==> src/rtl/pipe_adder3_if.sv <==
// ---------------------------------------------------------------------------
// pipe_adder3_if
// Operand/result bundle for the pipelined three-operand adder.
//   in_valid / in_ready   : input handshake for one operand set
//   a, b, c               : unsigned operands, WIDTH bits each
//   sub                   : 0 -> a+b+c, 1 -> a+b-c
//   out_valid / out_ready : output handshake for one result
//   foo                   : result, WIDTH+2 bits, two's complement
// master = operand source / result sink; slave = the adder.
// ---------------------------------------------------------------------------
interface pipe_adder3_if #(
   parameter int WIDTH = 8
);
   logic               in_valid;
   logic               in_ready;
   logic [WIDTH-1:0]   a;
   logic [WIDTH-1:0]   b;
   logic [WIDTH-1:0]   c;
   logic               sub;
   logic               out_valid;
   logic               out_ready;
   logic [WIDTH+1:0]   foo;

   modport master (
      output in_valid, a, b, c, sub, out_ready,
      input  in_ready, out_valid, foo
   );

   modport slave (
      input  in_valid, a, b, c, sub, out_ready,
      output in_ready, out_valid, foo
   );
endinterface

==> src/rtl/pipe_adder3.sv <==
// ---------------------------------------------------------------------------
// pipe_adder3
// Pipelined a+b+c / a+b-c adder with valid/ready flow control.
// Stage 0 registers a carry-save reduction of the three operands; stages
// 1..NSEG each resolve one CHUNK-bit ripple segment (LSB first) and pass the
// carry on. Latency from presentation to result is NSEG+1 cycles.
//   clk   : sole clock, rising edge
//   reset : synchronous, active-high; clears every stage valid bit
//   bus   : pipe_adder3_if.slave (operands in, result out)
// ---------------------------------------------------------------------------
module pipe_adder3 #(
   parameter int WIDTH = 8,
   parameter int CHUNK = 4
) (
   input  logic         clk,
   input  logic         reset,
   pipe_adder3_if.slave bus
);
   localparam int NSEG = WIDTH / CHUNK;
   localparam int W2   = WIDTH + 2;

   // Per-stage state. Index 0 is the carry-save stage, index NSEG is output.
   // s/k are the carry-save sum and carry vectors, res holds the bits
   // resolved so far, cy is the carry into the next unresolved segment.
   logic [W2-1:0] s_reg   [0:NSEG];
   logic [W2-1:0] k_reg   [0:NSEG];
   logic [W2-1:0] res_reg [0:NSEG];
   logic          cy_reg  [0:NSEG];
   logic [NSEG:0] vld_reg;
   logic [NSEG:0] adv;
   logic          load0;

   // ---------------------------------------------------------------------
   // Flow control. A stage advances when it holds an item and either the
   // output is being taken or some later stage is empty; with no bubble
   // anywhere above, everything behind a stalled output stays put. This
   // form avoids a ripple through the adv vector itself.
   // ---------------------------------------------------------------------
   genvar gi;
   generate
      for (gi = 0; gi <= NSEG; gi++) begin : g_adv
         if (gi == NSEG) begin : g_last
            assign adv[gi] = vld_reg[gi] & bus.out_ready;
         end else begin : g_mid
            assign adv[gi] = vld_reg[gi] & (bus.out_ready | ~(&vld_reg[NSEG:gi+1]));
         end
      end
   endgenerate

   assign bus.in_ready  = ~vld_reg[0] | adv[0];
   assign load0         = bus.in_valid & bus.in_ready;
   assign bus.out_valid = vld_reg[NSEG];
   assign bus.foo       = res_reg[NSEG];

   always_ff @(posedge clk) begin
      if (reset) begin
         vld_reg <= '0;
      end else begin
         vld_reg[0] <= load0 | (vld_reg[0] & ~adv[0]);
         for (int i = 1; i <= NSEG; i++) begin
            vld_reg[i] <= adv[i-1] | (vld_reg[i] & ~adv[i]);
         end
      end
   end

   // ---------------------------------------------------------------------
   // Stage 0: carry-save reduction in WIDTH+2 bits. For subtraction c is
   // inverted across the full extended width and the +1 goes into the free
   // LSB of the carry vector, so a+b+~c+1 wraps to a+b-c.
   // ---------------------------------------------------------------------
   logic [W2-1:0] a_x;
   logic [W2-1:0] b_x;
   logic [W2-1:0] c_x;
   logic [W2-2:0] maj;

   assign a_x = {2'b00, bus.a};
   assign b_x = {2'b00, bus.b};
   assign c_x = bus.sub ? ~{2'b00, bus.c} : {2'b00, bus.c};
   assign maj = (a_x[W2-2:0] & b_x[W2-2:0]) |
                (a_x[W2-2:0] & c_x[W2-2:0]) |
                (b_x[W2-2:0] & c_x[W2-2:0]);

   always_ff @(posedge clk) begin
      if (reset) begin
         s_reg[0]   <= '0;
         k_reg[0]   <= '0;
         res_reg[0] <= '0;
         cy_reg[0]  <= 1'b0;
      end else if (load0) begin
         s_reg[0]   <= a_x ^ b_x ^ c_x;
         k_reg[0]   <= {maj, bus.sub};
         res_reg[0] <= '0;
         cy_reg[0]  <= 1'b0;
      end
   end

   // ---------------------------------------------------------------------
   // Stages 1..NSEG: stage gi resolves segment gi-1. The last segment also
   // absorbs the two extension bits so the full WIDTH+2 result is exact.
   // ---------------------------------------------------------------------
   generate
      for (gi = 1; gi <= NSEG; gi++) begin : g_seg
         localparam int LO = (gi - 1) * CHUNK;
         localparam int HI = (gi == NSEG) ? (W2 - 1) : (gi * CHUNK - 1);
         localparam int SW = HI - LO + 1;

         logic [SW:0]   seg_sum;
         logic [W2-1:0] res_next;

         assign seg_sum = {1'b0, s_reg[gi-1][HI:LO]}
                        + {1'b0, k_reg[gi-1][HI:LO]}
                        + {{SW{1'b0}}, cy_reg[gi-1]};

         always_comb begin
            res_next        = res_reg[gi-1];
            res_next[HI:LO] = seg_sum[SW-1:0];
         end

         always_ff @(posedge clk) begin
            if (reset) begin
               s_reg[gi]   <= '0;
               k_reg[gi]   <= '0;
               res_reg[gi] <= '0;
               cy_reg[gi]  <= 1'b0;
            end else if (adv[gi-1]) begin
               s_reg[gi]   <= s_reg[gi-1];
               k_reg[gi]   <= k_reg[gi-1];
               res_reg[gi] <= res_next;
               cy_reg[gi]  <= seg_sum[SW];
            end
         end
      end
   endgenerate
endmodule

==> src/flat_wrapper.sv <==
// flat-port wrapper written by rule: the top's interface ports become plain ports
module pipe_adder3_flat 
#(
   parameter int WIDTH = 8,
   parameter int CHUNK = 4
)
  (clk, reset, bus_in_valid, bus_a, bus_b, bus_c, bus_sub, bus_out_ready, bus_in_ready, bus_out_valid, bus_foo);
  pipe_adder3_if #(.WIDTH(WIDTH)) bus_i ();
  input  logic clk;
  input  logic reset;
  input wire logic [$bits(bus_i.in_valid)-1:0] bus_in_valid;
  input wire logic [$bits(bus_i.a)-1:0] bus_a;
  input wire logic [$bits(bus_i.b)-1:0] bus_b;
  input wire logic [$bits(bus_i.c)-1:0] bus_c;
  input wire logic [$bits(bus_i.sub)-1:0] bus_sub;
  input wire logic [$bits(bus_i.out_ready)-1:0] bus_out_ready;
  output wire logic [$bits(bus_i.in_ready)-1:0] bus_in_ready;
  output wire logic [$bits(bus_i.out_valid)-1:0] bus_out_valid;
  output wire logic [$bits(bus_i.foo)-1:0] bus_foo;
  assign bus_i.in_valid = bus_in_valid;
  assign bus_i.a = bus_a;
  assign bus_i.b = bus_b;
  assign bus_i.c = bus_c;
  assign bus_i.sub = bus_sub;
  assign bus_i.out_ready = bus_out_ready;
  assign bus_in_ready = bus_i.in_ready;
  assign bus_out_valid = bus_i.out_valid;
  assign bus_foo = bus_i.foo;
  pipe_adder3 #(.WIDTH(WIDTH), .CHUNK(CHUNK)) u_core (.clk(clk), .reset(reset), .bus(bus_i));
endmodule
==> config.mk <==
export PLATFORM = sky130hd
export DESIGN_NAME = pipe_adder3_flat
export DESIGN_NICKNAME = d
export VERILOG_FILES = /design/src/rtl/pipe_adder3_if.sv /design/src/rtl/pipe_adder3.sv /design/src/flat_wrapper.sv
export SDC_FILE = /design/constraint.sdc
export NUM_CORES = 1
export LEC_CHECK = 0
export CAP_MARGIN = 20
export CORE_MARGIN = 5
export CORE_UTILIZATION = 45
export CTS_CLUSTER_SIZE = 12
export DETAILED_ROUTE_END_ITERATION = 16
export PLACE_DENSITY_LB_ADDON = 0.1
export SKIP_CTS_REPAIR_TIMING = 1
export SLEW_MARGIN = 30
export SYNTH_ARGS = -nofsm -noshare
export SYNTH_HDL_FRONTEND = slang
export SYNTH_SLANG_ARGS = --single-unit
export TNS_END_PERCENT = 50
==> constraint.sdc <==
create_clock -name clk -period 2.1 [get_ports clk]
set_input_delay 0.315 -clock clk [delete_from_list [all_inputs] [get_ports clk]]
set_output_delay 0.315 -clock clk [all_outputs]
set_load 0.005 [all_outputs]
Word level (Yosys, flattened, before mapping):

Memory sizes are Yosys's and may differ from the RTL's.
Cells that the tools add are included.

* register bits: 3
* bits in latches: 0
* bits in writable memories: 93
* ROM bits: 0
* input port bits: 29
* word-level logic and storage cells: 73
* memories kept: 4

Memories
* u_core.k_reg: depth 3, bits a word 10, read ports 2, clocked after memory_dff 0, write ports 3, RTL line pipe_adder3.sv:26 `logic [W2-1:0] k_reg [0:NSEG];`
* u_core.res_reg: depth 3, bits a word 10, read ports 3, clocked after memory_dff 0, write ports 3, RTL line pipe_adder3.sv:27 `logic [W2-1:0] res_reg [0:NSEG];`
* u_core.s_reg: depth 3, bits a word 10, read ports 2, clocked after memory_dff 0, write ports 3, RTL line pipe_adder3.sv:25 `logic [W2-1:0] s_reg [0:NSEG];`
* u_core.cy_reg: depth 3, bits a word 1, read ports 2, clocked after memory_dff 0, write ports 3, RTL line pipe_adder3.sv:28 `logic cy_reg [0:NSEG];`

* $add $sub $neg: 4
* multiply operators: 0
* divide/modulo/power cells: 0
* $lt $le $gt $ge: 0
* equality and inequality tests: 0
* shift-type cells: 0
* mux-type cells: 24
* bitwise logic cells: 39
* reductions and logical operators: 1

Operator list (number)
* 10-bit two-way mux: 10
* 8-bit by 9-bit bitwise AND with 9-bit output: 2
* 1-bit bitwise OR: 18
* 9-bit bitwise OR: 2
* 1-bit two-way mux: 14
* 8-bit inverter with 10-bit output: 1
* 10-bit XOR: 1
* 8-bit bitwise AND: 1
* 8-bit XOR: 1
* 6-bit by 6-bit adder with 7-bit output: 1
* 7-bit by 1-bit adder with 7-bit output: 1
* 1-bit bitwise AND: 7
* 1-bit inverter: 6
* 4-bit by 4-bit adder with 5-bit output: 1
* 5-bit by 1-bit adder with 5-bit output: 1
* 2-bit AND reduction: 1

Logic depth before layout (Yosys ltp):

* depth in word-level cells: 10
* depth in mapped cells: 6
* depth with buffers taken out: 6

Worst setup path before layout:

No wires, ideal clock.

* path type: reg2reg
* start point: mem u_core.s_reg[1][4] (netlist bit)
* end point: mem u_core.res_reg[2][8] (netlist bit), data pin
* setup time: 0.255 ns
* arrival: 1.738 ns
* required time: 1.845 ns
* path slack: 0.108 ns
* cell stages (with the launch flop): 7
* buffers on the path: 0
* cell sequence: edfxtp_1 fa_1 fa_1 a21o_1 a21oi_1 xor2_1 nor2_1

RTL lines (RTL line)
* start, declared: pipe_adder3.sv:25
* end, declared: pipe_adder3.sv:27

==> results.cfg <==
[status]
outcome = completed

[layout]
num_antenna_cells = 0
final.fill_count = 443
fin_nets = 272
area_growth_pct = 24.42
post-route-util = 0.5730
drive_above_1_share = 0.1111
design_area_mm2 = 0.002927

[worst_setup_path]
worstPathRequired_ps = 2150
critPathMaxFanout = 2
end_kind = register
start_kind = register
critical_path_class = register to register
timing.critical_path.arrival_ps = 2020

[floorplanning]
ios = 41
rows = 26
die_area_mm2 = 0.006773
die_w_um = 82.30
dieHeight_um = 82.30
start_util = 0.4606
core_area_mm2 = 0.005107

[timing]
drv_slew = 0
relSlewSlack = 0.4691
worst_slack_ps = 122.9
tightest_slew_ps = 794.7
tns_ps = 0
hold_viol = 0
period_share = 0.9415
skew_ps = 5.167
max_freq_ghz = 0.5058
fin_crit_ps = 1977
grt_setup_unrepaired = no
whs_ps = 478.6
finalSetupViolCount = 0

[synthesis]
synth_top_area_share = 0.5362
synth_fp_nets = 226
synth_sequential_area_ratio = 0.5617
synth.distinct_cells = 30
synth_cells = 178
synth_area_mm2 = 0.002352
ys_top_cells_by_count = edfxtp_1, inv_1, and2_1
yosys.cell_count.top_type = edfxtp_1
synthFlopType = edfxtp_1
synth-edff-count = 42
ys_async_sr_fraction = 0
ys.warnings.count = 0
ys_ff_latch = 45
synthTopCellsByArea = edfxtp_1, fa_1, nor2_4
synth_area_per_cell_um2 = 13.21
yosysTopAreaCell = edfxtp_1

[detailed_routing]
wl_met1_um = 1265
wl_met3_um = 163
top_layer = met4
drc = 0
dr_total_vias = 1321
drtPass1Iterations = 3
avgRoutedWirePerCell_um = 10.85
ant_nets = 0
dr_wl_met2_um = 1764
detailedRoute.firstIterationViolations = 34
vias_per_cell = 4.478
drt-total-wl_um = 3202

[placed_design]
dp_hpwl_um = 2612
io_buffers = 40
place_ws_ps = 15.01
placed_cell_area_mm2 = 0.002839
routabilityCongestion = 0.6434

[clocking]
cts_buffer_depth = 2
cts_made_buffers = 5
clockRootBuffer = clkbuf_8
numClockSinks = 45
clkLatencyLatePin_ps = 290
cts.reportedPaths.clkPinSlew_ps = 80
cts_tree = built
htree_levels = 2

[global_routing]
grt_pass1_wl_um = 5692
overflow = 0
grt_pass1_vias = 1394
grt_max_degree = 18
track_usage = 0.1098
antenna_found_initial = 0

[run]
cap_violations = 0

[worst_hold_path]
min_path_type = register to register

[power_and_ir_drop]
leakagePower_uw = 0.001194
powerDensity_mw_per_mm2 = 640.3
peakVddDrop_uv = 297.8
## metal layers
layer  vias up  track usage
li1        674            -
met4         0      0.04983
met1       609       0.1181
met3         2      0.02928
met5         -            0
met2        36       0.1995
## power breakdown
group | switching (µW) | internal (µW)
Sequential | 20.8 | 1050
Clock | 267 | 231
Combinational | 142 | 167
## area by class of cell
type	count	area [µm²]	share of cell area
timing repair buffer	44	442.9	0.1513
inverter	24	90.09	0.03078
clock inverter	2	10.01	0.003420
sequential	45	1321	0.4515
multi-input combinational	104	902.1	0.3083
tap	70	87.58	0.02993
clock buffer	6	72.57	0.02480
## cells by family (layout without fill, tap and decap cells)
logic type	after synthesis	in the layout	synth area share
AO/OA/AOI/OAI	15	15	0.03830
adder cells (fa/ha/maj)	19	19	0.1362
flip-flops	45	45	0.5617
AND/OR/NAND/NOR	58	58	0.1622
buffers and inverters	29	76	0.05692
XOR/XNOR	12	12	0.04468
## stage by stage
| step | instances | total power [µW] |
|---|---|---|
| 2_1_floorplan | 178 | 1281 |
| 3_3_place_gp | 287 | 1385 |
| 3_5_place_dp | 287 | 1401 |
| 4_1_cts | 295 | 1896 |
| 5_1_grt | 295 | 1978 |
| 6_report | 295 | 1874 |
## critical path, stage by stage, from the launching register on
cell	delay (ps)
edfxtp_1	410
fa_2	420
fa_2	360
a21o_1	160
a21oi_1	170
xor2_1	160
nor2_1	50
## cell usage in the layout, fill, tap and decap left out, types with 3 or more instances in the layout
master,n
nor2_4,10
buf_4,3
ha_1,8
clkdlybuf4s50_1,40
a21oi_1,8
inv_1,24
and2_1,17
nor2_1,15
a21o_1,5
dfxtp_1,3
edfxtp_1,42
fa_1,9
clkbuf_8,5
xor2_1,3
xnor2_1,9
## path summary, 6_finish.rpt
kind | start | cells after the start | to | slack (ps)
worst min register to register | u_core.vld_reg[0]$_SDFF_PP0_ | 2 | u_core.vld_reg[1]$_SDFF_PP0_ | 480
worst max register to register | u_core.s_reg[1][4]$_SDFFCE_PN0P_ | 6 | u_core.res_reg[2][8]$_SDFFCE_PN0P_ | 120
worst min-delay path | u_core.vld_reg[0]$_SDFF_PP0_ | 2 | u_core.vld_reg[1]$_SDFF_PP0_ | 480
worst max-delay path | u_core.s_reg[1][4]$_SDFFCE_PN0P_ | 6 | u_core.res_reg[2][8]$_SDFFCE_PN0P_ | 120
Power figures use the tool's default switching activity.
